==> src/rtl/reg_file_pkg.sv <==
// Shared defaults and the address range check for the 2-read/1-write register file.
package reg_file_pkg;

  localparam int unsigned DEF_WIDTH = 16;
  localparam int unsigned DEF_DEPTH = 8;
  localparam int unsigned DEF_ADDR  = 3;

  function automatic logic addr_ok(input int unsigned addr, input int unsigned depth);
    return addr < depth;
  endfunction

endpackage

==> src/rtl/reg_file_rd_port.sv <==
// One registered read port: range check, write-first bypass, output register and valid.
module reg_file_rd_port
  import reg_file_pkg::*;
#(
  parameter int unsigned WIDTH = DEF_WIDTH,
  parameter int unsigned DEPTH = DEF_DEPTH,
  parameter int unsigned ADDR  = DEF_ADDR
) (
  input  logic             clk,
  input  logic             rst,
  input  logic             rd_en,
  input  logic [ADDR-1:0]  rd_addr,
  input  logic [WIDTH-1:0] mem [DEPTH],
  input  logic             wr_fire,
  input  logic [ADDR-1:0]  wr_addr,
  input  logic [WIDTH-1:0] wr_merge,
  output logic [WIDTH-1:0] rd_data,
  output logic             rd_valid
);

  logic             rd_ok;
  logic [ADDR-1:0]  rd_idx;
  logic [WIDTH-1:0] rd_next;

  // Out-of-range reads return zero; a same-edge write to the read address wins.
  always_comb begin
    rd_ok   = addr_ok(32'(rd_addr), DEPTH);
    rd_idx  = rd_ok ? rd_addr : '0;
    rd_next = '0;
    if (rd_ok) begin
      if (wr_fire && (wr_addr == rd_addr)) rd_next = wr_merge;
      else                                 rd_next = mem[rd_idx];
    end
  end

  always_ff @(posedge clk or posedge rst) begin
    if (rst) begin
      rd_data  <= '0;
      rd_valid <= 1'b0;
    end else begin
      rd_valid <= rd_en;
      if (rd_en) rd_data <= rd_next;
    end
  end

endmodule

==> src/rtl/reg_file_2r1w.sv <==
// Flop-based register file with one masked write port and two registered read ports.
module reg_file_2r1w
  import reg_file_pkg::*;
#(
  parameter int unsigned WIDTH = DEF_WIDTH,
  parameter int unsigned DEPTH = DEF_DEPTH,
  parameter int unsigned ADDR  = DEF_ADDR
) (
  input  logic             CLK,
  input  logic             RST,
  input  logic             WrEn,
  input  logic [ADDR-1:0]  WrAddr,
  input  logic [WIDTH-1:0] WrData,
  input  logic [WIDTH-1:0] WrMask,
  input  logic             RdEnA,
  input  logic [ADDR-1:0]  RdAddrA,
  input  logic             RdEnB,
  input  logic [ADDR-1:0]  RdAddrB,
  output logic [WIDTH-1:0] RdDataA,
  output logic [WIDTH-1:0] RdDataB,
  output logic             RdValidA,
  output logic             RdValidB,
  output logic             AddrErr
);

  logic [WIDTH-1:0] mem [DEPTH];
  logic             wr_ok;
  logic             wr_fire;
  logic [ADDR-1:0]  wr_idx;
  logic [WIDTH-1:0] wr_merge;
  logic             err_set;

  always_comb begin
    wr_ok    = addr_ok(32'(WrAddr), DEPTH);
    wr_fire  = WrEn && wr_ok;
    wr_idx   = wr_ok ? WrAddr : '0;
    wr_merge = (mem[wr_idx] & ~WrMask) | (WrData & WrMask);
    err_set  = (WrEn  && !wr_ok)
            || (RdEnA && !addr_ok(32'(RdAddrA), DEPTH))
            || (RdEnB && !addr_ok(32'(RdAddrB), DEPTH));
  end

  always_ff @(posedge CLK or posedge RST) begin
    if (RST) begin
      for (int i = 0; i < int'(DEPTH); i++) mem[i] <= '0;
    end else if (wr_fire) begin
      mem[wr_idx] <= wr_merge;
    end
  end

  // Sticky until reset; cannot fire when every address is implemented.
  always_ff @(posedge CLK or posedge RST) begin
    if (RST)          AddrErr <= 1'b0;
    else if (err_set) AddrErr <= 1'b1;
  end

  reg_file_rd_port #(.WIDTH(WIDTH), .DEPTH(DEPTH), .ADDR(ADDR)) u_rd_a (
    .clk      (CLK),
    .rst      (RST),
    .rd_en    (RdEnA),
    .rd_addr  (RdAddrA),
    .mem      (mem),
    .wr_fire  (wr_fire),
    .wr_addr  (WrAddr),
    .wr_merge (wr_merge),
    .rd_data  (RdDataA),
    .rd_valid (RdValidA)
  );

  reg_file_rd_port #(.WIDTH(WIDTH), .DEPTH(DEPTH), .ADDR(ADDR)) u_rd_b (
    .clk      (CLK),
    .rst      (RST),
    .rd_en    (RdEnB),
    .rd_addr  (RdAddrB),
    .mem      (mem),
    .wr_fire  (wr_fire),
    .wr_addr  (WrAddr),
    .wr_merge (wr_merge),
    .rd_data  (RdDataB),
    .rd_valid (RdValidB)
  );

endmodule

==> config.mk <==
export PLATFORM = sky130hd
export DESIGN_NAME = reg_file_2r1w
export DESIGN_NICKNAME = d
export VERILOG_FILES = /design/src/rtl/reg_file_pkg.sv /design/src/rtl/reg_file_rd_port.sv /design/src/rtl/reg_file_2r1w.sv
export SDC_FILE = /design/constraint.sdc
export NUM_CORES = 1
export LEC_CHECK = 0
export CAP_MARGIN = 25
export CORE_MARGIN = 5
export CORE_UTILIZATION = 40
export DETAILED_ROUTE_END_ITERATION = 7
export GPL_TIMING_DRIVEN = 0
export PLACE_DENSITY = 0.61
export SETUP_SLACK_MARGIN = 0.05
export SKIP_CTS_REPAIR_TIMING = 1
export SYNTH_ARGS = -nofsm -noshare
export SYNTH_HDL_FRONTEND = slang
export SYNTH_SLANG_ARGS = --single-unit
==> constraint.sdc <==
create_clock -name CLK -period 11.97 [get_ports CLK]
set_input_delay 2.9925 -clock CLK [delete_from_list [all_inputs] [get_ports CLK]]
set_output_delay 2.9925 -clock CLK [all_outputs]
set_load 0.05 [all_outputs]
[After elaboration in Yosys (flattened, before gate mapping)]
Index checks and enable logic that the tools add are counted.
Storage, ports and cells
  register bits after elaboration: 162
  bits of input ports: 46
  output and inout port bits: 35
  word-level logic and storage cells: 42
Operators by class
  order comparisons: 4
  eq/ne operators: 2
  multiplexer cells: 14
  bitwise operators: 7
  reduce and logical (&&, ||, !) cells: 3
Operator list (number)
  binary-select mux 16 bit (select 3 bit): 3
  two-way mux 16 bit: 9
  bitwise mux 128 bit: 1
  demux 16 bit (select 3 bit): 1
  bitwise AND 16 bit: 2
  inverter 16 bit: 1
  bitwise OR 16 bit: 1
  >= comparator 4 bit, second input constant: 3
  inverter 3 -> 4 bit: 3
  equality test 3 bit: 2
  less-than comparator 4 x 1 -> 1 bit, second input constant: 1
  logical AND 1 bit: 3

[Depth between registers and ports, before layout]
Gate-level depths: netlist of the first run.
  word-level depth: 7
  mapped depth: 9
  mapped depth without buffers: 4

[Hierarchy]
Synthesis of the first run repeated with hierarchy kept, for this count alone.
Second synthesis, totals
  cell total of the unflattened synthesis: 967
  area, all modules: 10393.7 um2
By module, submodules not included
  reg_file_2r1w: instances 1, cells an instance 709, area an instance 6755.2 um2, seq. area each 3203.1 um2
  reg_file_rd_port: instances 2, cells an instance 129, area an instance 1819.2 um2, seq. area each 425.4 um2

[Worst setup path before layout of the first run]
Ideal clock, no wire load.
  kind: input port to flip-flop
  start: in RdAddrB[1]
  end: reg u_rd_b.rd_data[10]
  library setup time: 0.144 ns
  arrival time: 4.357 ns
  required time: 11.826 ns
  path slack: 7.468 ns
  cell stages on the path: 6
  buffers on the path: 2
  path through: buf_2 buf_4 mux4_2 mux2_2 a22oi_1 o31ai_1
On the way
  longest elaborated chain between the ends: 5
  elaborated cells between the ends (all ways): 7
  classes of those cells: eq/ne: 1; mux: 4; bitwise: 1; reduce/logical: 1
Ends and longest elaborated chain
  from (decl): RTL line reg_file_2r1w.sv:18  | input logic [ADDR-1:0] RdAddrB,
  inverter 3 -> 4 bit (not written as such): RTL line reg_file_rd_port.sv:32  | else rd_next = mem[rd_idx];
  binary-select mux 16 bit (select 3 bit): RTL line reg_file_rd_port.sv:32
  two-way mux 16 bit (not written as such) (2 in series): RTL line reg_file_rd_port.sv:32
  two-way mux 16 bit *: RTL line reg_file_rd_port.sv:31  | if (wr_fire && (wr_addr == rd_addr)) rd_next = wr_merge;
  to (signal assigned): RTL line reg_file_rd_port.sv:42  | if (rd_en) rd_data <= rd_next;
  to (decl): RTL line reg_file_rd_port.sv:17  | output logic [WIDTH-1:0] rd_data,
Every way passes the cells marked *; elsewhere a longest branch is shown, timed or not. The select of a mux whose other input is x is not followed.
A chain may end at the register's enable or synchronous reset.

[Final worst setup path of the first run]
  start: in WrEn
  end: reg u_rd_b.rd_data[8]
On the way
  longest elaborated chain between the ends: 2
Ends and longest elaborated chain
  from (decl): RTL line reg_file_2r1w.sv:11  | input logic WrEn,
  logical AND 1 bit: RTL line reg_file_rd_port.sv:31
  two-way mux 16 bit: RTL line reg_file_rd_port.sv:31
No other way between the ends.

==> results.md, run 1 <==
- Status: finished, final reports clean
- Maximum clock rate: approximately 0.19 GHz
- Avg Cell Area, Syn: 11.1 um2
- Max Root-Sink Buffers: 2
- Critical Path Source Type: input port
- Final nets: 1,049
- DRT Wirelength: between 30 and 40 mm
- Top-Level Pins: between 80 and 90
- Count of pins over their slew limit: 0
- GRT Resource Usage Total: roughly 26%
- Post-Syn Area: ~10,000 um2
- Setup tns final: 0 ps
- Synth Flop Type: dfrtp_1
- Worst Hold Class: reg -> reg
- Commonest cells after routing, fill and taps aside: nand2_1 (172), dfrtp_1 (162), o31ai_1 (83)
- Area of the multi-input gates: 5500 um2
- Drt first pass iters: 8
- Final Cycle Share: a little over two fifths
- # setup viols final: 0
- Synth async-reset ratio: 100%
- Pre-CTS setup slack: between 6000 and 7000 ps
- RSZ-0062 raised after global routing: false
- Vias per std cell: approximately 6.3
- Arr. time, crit path: 5580 ps
- CORE AREA: roughly 25,000 um2
- Min-Delay Startpoint: mem[41]
- Largest net degree at the start of global routing: between 100 and 150
- Fraction of final layout cells sized beyond drive strength 1: approximately a fifth
- DRC: 0
- Die width: 169 um
- Minimum clock period after layout: approximately 5300 ps
- Chip Height: between 150 and 200 um
- Antenna violations before repair: 0
- Fin. Hold Viols: 0
- Syn nets: between 900 and 1,000
- Drt wl/cell: 27.1 um
- ANT nets after route: 0
- Final Skew: approximately 11 ps
- Kind of critical path: in -> reg
- Routability Congestion: 0.912
- CP Launch Point: WrEn
- Htree depth: 4
- Root Driver: clkbuf_16
- Max Cap Violations: 0
- Maximum vdd drop: around 0.083 mV
- Die area: between 20,000 and 30,000 um2
- Number of synthesized flops with an enable pin: 0
- Worst slew margin: a little under a third
- Reg clk slew, reported paths: approximately 70 ps
- Leak: slightly below 5 nW
- Worst-margin pin slew: 1050 ps
- Storage cell area: around 4000 um2
- Total clock sinks: about 160
- CTS tree: built
- Warnings from Yosys: 0
- Synth Register Bits: approximately 160
- Worst setup margin: approximately 6700 ps
- First-pass GRT wire length: between 50 and 60 mm
- Critical path endpoint category: flop
- Pwr/cell area: 171 nW/um2
- TritonCTS buffer count: 17
- Post-DP HPWL: approximately 24 mm
- Initial core utilization: between 40% and 50%
- Yosys cell types: 55
- Initial DRC count: slightly below 1,000
- Vias in the first global route: roughly 8,300
- Seq/Total Area, Yosys: about two fifths
- Port buffer count: 71
- Skew-Pair Late Insertion Delay: 440 ps
- Vias after detailed routing: roughly 8,500
- Row count: 58
- Commonest non-fill, non-tap cell in the layout: nand2_1
- Worst EP required: around 12,000 ps
- Fillers: between 2,000 and 2,500
- Ant. Diodes: 0
- Worst R2R Start: mem[17]
- Crit-path max FO: 10
- Area grow syn2layout: 18.0%
- Synth Instances: 910
- Total grt overflow: 0
[registers in the layout (all words and copies together), names as in the netlist]
register and flops:
u_rd_a.rd_valid 1, u_rd_a.rd_data 16, u_rd_b.rd_valid 1, mem 128
u_rd_b.rd_data 16
[power breakdown]
part,internal [mW],switching (mW)
clock,0.356,0.243
sequential,0.673,0.119
combinational,0.286,0.350
total,1.32,0.712
[cell usage after synthesis, types with 7 or more instances]
library cell | number | area share (%)
nand2_1 | 172 | 6.4
dfrtp_1 | 162 | 40
o31ai_1 | 83 | 6.2
mux4_2 | 66 | 15
o21ai_0 | 55 | 2.7
mux2i_1 | 52 | 5.2
clkbuf_1 | 30 | 1.1
mux2_2 | 21 | 2.4
o2bb2ai_1 | 21 | 1.8
a22oi_1 | 20 | 1.5
nor2_1 | 19 | 0.71
buf_2 | 17 | 0.85
o21ai_1 | 17 | 0.85
a21oi_1 | 16 | 0.80
buf_4 | 12 | 0.90
nor2b_1 | 12 | 0.75
buf_1 | 11 | 0.41
buf_6 | 11 | 1.2
inv_1 | 10 | 0.37
nand2b_1 | 9 | 0.56
a31oi_1 | 8 | 0.50
a2111oi_4 | 7 | 1.9
[through the flow]
stage | instance area (um2) | instances | utilization [%] | hold slack (ps) | power (mW)
6_report | 11900 | 1346 | 47.6 | 522 | 2.03
3_3_place_gp | 11200 | 1311 | 44.8 | 499 | 1.41
4_1_cts | 11900 | 1346 | 47.6 | 522 | 2.02
5_1_grt | 11900 | 1346 | 47.6 | 542 | 2.12
2_1_floorplan | 10100 | 910 | - | 474 | 1.23
3_5_place_dp | 11200 | 1314 | 45.0 | 508 | 1.43
[final timing paths]
check | end | slack, ps | depth (start not counted)
min in group asynchronous | mem[94] | 2940 | 2
worst min register to register | mem[41] | 520 | 2
max in group asynchronous | mem[100] | 8130 | 3
worst max-delay path | u_rd_b.rd_data[8] | 6720 | 6
worst max register to register | mem[97] | 10040 | 4
worst min-delay path | mem[41] | 520 | 2
[final cells by class]
| type | count | area share, % |
|---|---|---|
| well taps | 330 | 3.48 |
| clock buffers | 20 | 3.76 |
| inverters | 11 | 0.411 |
| flip-flops and latches | 162 | 34.1 |
| multi-input cells | 655 | 46.3 |
| plain buffers | 82 | 3.94 |
| clock inverters | 12 | 1.52 |
| repair buffers | 74 | 6.44 |
[critical path, stage by stage]
cell	delay (ps)
clkdlybuf4s50_1	550
buf_1	450
nand2_1	100
nand4b_1	580
clkbuf_1	550
o31ai_1	360
[cells by family (layout without fill, tap and decap cells)]
kind of cell / count (synthesis) / count (layout) / share of synthesized area [%]
AO/OA/AOI/OAI: 259 / 259 / 20.1
XOR/XNOR: 6 / 6 / 0.672
buffers and inverters: 93 / 199 / 5.06
flip-flops: 162 / 162 / 40.3
multiplexers: 141 / 141 / 22.7
other: 1 / 1 / 0.0373
AND/OR/NAND/NOR: 248 / 248 / 11.1
[metal layers]
metal / track usage [%] / wire [um]
met3: 4.41 / 3160
met5: 0 / 0
met2: 39.9 / 16700
met1: 36.6 / 15100
met4: 11.0 / 1510
(Power assumes the default switching activity.)
==> inputs of run 2 (changes only) <==
- clock period: 11.97 -> 4.9 ns (I/O delays scaled with it)
==> results.md, run 2 (synthesized netlist as in run 1, its figures left out) <==
- Final nets: 1,052 (+0.29%)
- Antenna violations before repair: 0 (unchanged)
- Min-Delay Startpoint: u_rd_b.rd_data[5]
- Initial DRC count: 974 (-0.71%)
- Worst Hold Class: reg -> reg
- Cell area after layout: 11,900 um2 (unchanged)
- First-pass GRT wire length: 54.8 mm (+0.13%)
- # setup viols final: 0 (unchanged)
- Worst R2R Start: mem[17]
- Pwr/cell area: 408 nW/um2 (+140%)
- Skew-Pair Late Insertion Delay: 440 ps (about the same)
- Area post-placement: 11,300 um2 (+0.47%)
- Worst slew margin: 25.3% (-4.8 points)
- DRC: 0 (unchanged)
- CTS tree: built
- Kind of critical path: in -> reg
- DRT Wirelength: 36.6 mm (+0.32%)
- Maximum clock rate: 0.287 GHz
- Ant. Diodes: 0 (unchanged)
- Final Util: 47.6% (unchanged)
- Commonest non-fill, non-tap cell in the layout: nand2_1
- Top-Level Pins: 81 (unchanged)
- Root Driver: clkbuf_16
- Die area: 28,400 um2 (unchanged)
- RR Endpoint: mem[113]
- Arr. time, crit path: 3770 ps (-1810 ps)
- ANT nets after route: 0 (unchanged)
- Total power: 4.84 mW (+140%)
- TritonCTS buffer count: 17 (unchanged)
- Routability Congestion: 0.896 (-1.8%)
- Total grt overflow: 0 (unchanged)
- Count of pins over their slew limit: 0 (unchanged)
- Largest net degree at the start of global routing: 40 (-66%)
- Drt wl/cell: 27.1 um (about the same)
- Crit-path max FO: 10 (unchanged)
- Htree depth: 4 (unchanged)
- Worst reg2reg setup slack: 3070 ps (-6970 ps)
- Commonest cells after routing, fill and taps aside: nand2_1 (172), dfrtp_1 (162), o31ai_1 (83)
- Chip Height: 169 um (unchanged)
- RSZ-0062 raised after global routing: false
- Area grow syn2layout: 18.0% (unchanged)
- Placed cells: 1,317 (+0.23%)
- Initial core utilization: 40.3% (unchanged)
- Reg clk slew, reported paths: 80 ps (about the same)
- Critical path endpoint category: flop
- Fillers: 2,347 (-1.0%)
- Drt first pass iters: 5 (-3)
- CORE AREA: 25,000 um2 (unchanged)
- Post-DP HPWL: 24.2 mm (+2.0%)
- Area of the multi-input gates: 5500 um2 (unchanged)
- GRT Resource Usage Total: 25.9% (-0.086 points)
- Storage cell area: 4050 um2 (unchanged)
- Minimum clock period after layout: 3490 ps
- Worst setup margin: 1410 ps (-5310 ps)
- Total clock sinks: 162 (unchanged)
- Largest register FFs: 128 (unchanged)
- Setup tns final: 0 ps (unchanged)
- Maximum vdd drop: 0.296 mV (+250%)
- Min-Delay Endpoint: u_rd_b.rd_data[5]
- Max Cap Violations: 0 (unchanged)
- Max Root-Sink Buffers: 2 (unchanged)
- Worst-margin pin slew: 1120 ps (+72.2 ps)
- Critical Path Source Type: input port
- Pre-CTS setup slack: 993 ps (-5370 ps)
- Vias per std cell: 6.29 (-0.45%)
- Status: finished, final reports clean
- Worst EP required: 5180 ps (-7120 ps)
- Final Skew: 12.6 ps (+2.05 ps)
- Biggest regs: mem x128, u_rd_a.rd_data x16, u_rd_b.rd_data x16
- Port buffer count: 71 (unchanged)
- Fraction of final layout cells sized beyond drive strength 1: 20.5% (+0.43 points)
- Die width: 169 um (unchanged)
- Final Cycle Share: a little under three quarters
- Worst hold slack: 518 ps (-4.05 ps)
- R2r worst-path depth: 4 (unchanged)
- Largest reg by FF count: mem
- Fin. Hold Viols: 0 (unchanged)
- Final cell count without fillers: 1,349 (+0.22%)
- Hold Crit Depth: 2 (unchanged)
- Vias in the first global route: 8,483 (+1.8%)
- Leak: 4.80 nW (about the same)
- Row count: 58 (unchanged)
- Vias after detailed routing: 8,480 (-0.22%)
-- run 2: changes by cell type in the layout (fill, tap and decap cells not counted), moves of 2 or more --
cell | previous run | this run
inv_6 | 2 | 4
clkbuf_1 | 32 | 30
clkinv_4 | 2 | 5
bufinv_16 | 4 | 1
buf_12 | 0 | 4
-- run 2: how the worst max path moves through the flow --
| stage | slack [ps] | from | end |
|---|---|---|---|
| after detailed placement | 990 | WrAddr[0] | mem[107] |
| after global placement | 90 | RST | mem[106] |
| after floorplan | 1620 | RST | mem[0] |
| final | 1410 | WrAddr[0] | mem[107] |
| after CTS | 1490 | WrAddr[0] | mem[107] |
| after global routing | 1380 | WrEn | u_rd_a.rd_data[7] |
-- run 2: cell type report --
type / count / area share (%)
repair buffers: 77 / 6.91
plain buffers: 82 / 3.94
clock inverters: 15 / 1.25
multi-input cells: 655 / 46.3
inverters: 11 / 0.379
flip-flops and latches: 162 / 34.1
clock buffers: 17 / 3.58
well taps: 330 / 3.48
-- run 2: critical path, stage by stage --
cell and delay (ps):
clkdlybuf4s50_1 490, buf_4 220, buf_6 170, buf_4 220
and2b_1 210, nand2_2 300, clkbuf_1 740, o21ai_0 180
-- run 2: routing by layer --
metal  GRT usage, %  wire length (um)  vias to the layer above
li1               -                 -                     3630
met1           35.5             15100                     4287
met2           40.8             16900                      471
met3           5.49              3300                       92
met4           9.21              1310                        0
met5              0                 0                        -
-- run 2: report_power, final --
part / internal [mW] / total [mW] / switching [mW]
logic: 0.702 / 1.56 / 0.855
clock network: 0.715 / 1.34 / 0.629
registers: 1.64 / 1.94 / 0.295
total: 3.06 / 4.84 / 1.78
==> inputs of run 3 (changes only) <==
- PLACE_DENSITY: 0.61 -> 0.64
- clock period: 4.9 -> 3.1 ns (I/O delays scaled with it)
==> results.md, run 3 (synthesized netlist as in run 1, its figures left out) <==
- Cell Chain, Critical Path: clkdlybuf4s50_1, buf_4, buf_6, buf_4, and2b_1, nand2_2, clkbuf_1, o21ai_0
- Pre-CTS setup slack: -310 ps (-1300 ps)
- WP depth: 8 (unchanged)
- Worst-margin pin slew: 1100 ps (-18.8 ps)
- Die area: 28,400 um2 (unchanged)
- Chip Height: 169 um (unchanged)
- TritonCTS buffer count: 17 (unchanged)
- Total grt overflow: 0 (unchanged)
- Crit-path max FO: 10 (unchanged)
- Kind of critical path: in -> reg
- Commonest non-fill, non-tap cell in the layout: nand2_1
- Final Skew: 16.0 ps (+3.45 ps)
- Vias after detailed routing: 8,619 (+1.6%)
- Final Cycle Share: 96.6%
- Reg clk slew, reported paths: 70 ps (about the same)
- Worst hold slack: 521 ps (+3.38 ps)
- CP most frequent cell: buf_4
- Minimum clock period after layout: between 2000 and 3000 ps
- Die width: 169 um (unchanged)
- Port buffer count: 71 (unchanged)
- Crit path buf inv count: 5 (unchanged)
- Largest reg by FF count: mem
- DRC: 0 (unchanged)
- Top-Level Pins: 81 (unchanged)
- RR Endpoint: mem[1]
- Total clock sinks: 162 (unchanged)
- Post-DP HPWL: 23.7 mm (-2.2%)
- Storage cell area: 4050 um2 (unchanged)
- CP max-delay cell: clkbuf_1
- GRT Resource Usage Total: 25.4% (-0.43 points)
- Worst Hold Class: reg -> reg
- Drt wl/cell: 26.8 um (-1.1%)
- CORE AREA: 25,000 um2 (unchanged)
- Vias in the first global route: 8,463 (-0.24%)
- Pwr/cell area: 650 nW/um2 (+59%)
- # setup viols final: 0 (unchanged)
- R2r worst-path depth: 4 (unchanged)
- Worst EP required: 3380 ps (-1800 ps)
- Worst reg2reg setup slack: 1190 ps (-1880 ps)
- Skew-Pair Late Insertion Delay: 440 ps (about the same)
- Row count: 58 (unchanged)
- DRT Wirelength: 36.3 mm (-0.93%)
- Htree depth: 4 (unchanged)
- Biggest regs: mem x128, u_rd_a.rd_data x16, u_rd_b.rd_data x16
- Initial core utilization: 40.3% (unchanged)
- Final Util: 47.8% (+0.23 points)
- Fillers: 2,342 (-0.21%)
- Total power: 7.76 mW (+60%)
- Fraction of final layout cells sized beyond drive strength 1: 20.6% (+0.058 points)
- CP Launch Point: WrAddr[0]
- Routability Congestion: 0.928 (+3.6%)
- Area grow syn2layout: 18.6%
- Final nets: 1,056 (+0.38%)
- Worst setup margin: 104 ps (-1310 ps)
- Arr. time, crit path: 3270 ps (-500 ps)
- Worst slew margin: 26.5% (+1.3 points)
- Critical Path Source Type: input port
- CP peak stage delay: 740 ps (about the same)
- Commonest cells after routing, fill and taps aside: nand2_1 (172), dfrtp_1 (162), o31ai_1 (83)
- Ant. Diodes: 0 (unchanged)
- Fin. Hold Viols: 0 (unchanged)
- Critical path endpoint category: flop
- CTS tree: built
- Maximum clock rate: approximately 0.33 GHz
- Initial DRC count: 1,147 (+18%)
- Max Root-Sink Buffers: 2 (unchanged)
- Area of the multi-input gates: 5500 um2 (unchanged)
- RSZ-0062 raised after global routing: false
- Status: finished, final reports clean
- Drt first pass iters: 6 (+1)
- Count of pins over their slew limit: 0 (unchanged)
- Placed cells: 1,317 (unchanged)
- Antenna violations before repair: 0 (unchanged)
- First-pass GRT wire length: 54.1 mm (-1.3%)
- CP top delay family: buffers and inverters
- Vias per std cell: 6.38 (+1.5%)
- Largest net degree at the start of global routing: 41 (+2.5%)
- Worst R2R Start: mem[17]
- Largest register FFs: 128 (unchanged)
- Max Cap Violations: 0 (unchanged)
- Root Driver: clkbuf_16
- ANT nets after route: 0 (unchanged)
- Final cell count without fillers: 1,351 (+0.15%)
- Setup crit end: mem[107]
- Maximum vdd drop: 0.419 mV (+42%)
- Leak: 4.82 nW (+0.45%)
## run 3: layout make-up
cell class                      count  share of cell area [%]
Multi-Input combinational cell    655                    46.1
Sequential cell                   162                    34.0
Timing Repair Buffer               81                    7.13
Clock buffer                       21                    3.94
Buffer                             82                    3.92
Tap cell                          330                    3.46
Clock inverter                      9                    1.10
Inverter                           11                   0.378
## run 3: how the worst min path moves through the flow
stage | to | startpoint | depth (start not counted)
finish | u_rd_a.rd_data[13] | u_rd_a.rd_data[13] | 2
global route | u_rd_b.rd_data[3] | u_rd_b.rd_data[3] | 2
CTS | mem[53] | mem[53] | 2
detailed placement | mem[53] | mem[53] | 2
global placement | mem[37] | mem[37] | 2
floorplan | mem[59] | mem[59] | 2
## run 3: where the power goes
part	switching [mW]	internal, mW	leakage (nW)
Clock	0.903	1.32	0.287
Combinational	1.36	1.11	2.50
Sequential	0.462	2.60	2.04
## run 3: per-stage QoR
| stage | TNS [ps] | cell area, um2 |
|---|---|---|
| final | 0 | 11900 |
| after global routing | 0 | 11900 |
| after CTS | 0 | 11900 |
| after detailed placement | -18530 | 11300 |
| after global placement | -212230 | 11200 |
| after floorplan | 0 | 10100 |
## run 3: metal layers
metal  global-route usage [%]  part of all wire [%]
met5                        0                     0
met4                     12.1                   5.1
met3                     6.45                    10
met2                     39.5                    46
met1                     33.6                    38
## run 3: worst register-to-register path, stage by stage, from the launching register on
cell and delay (ps):
dfrtp_1 410, mux2i_1 150, o22ai_1 140, a2111oi_2 830
o21ai_0 220
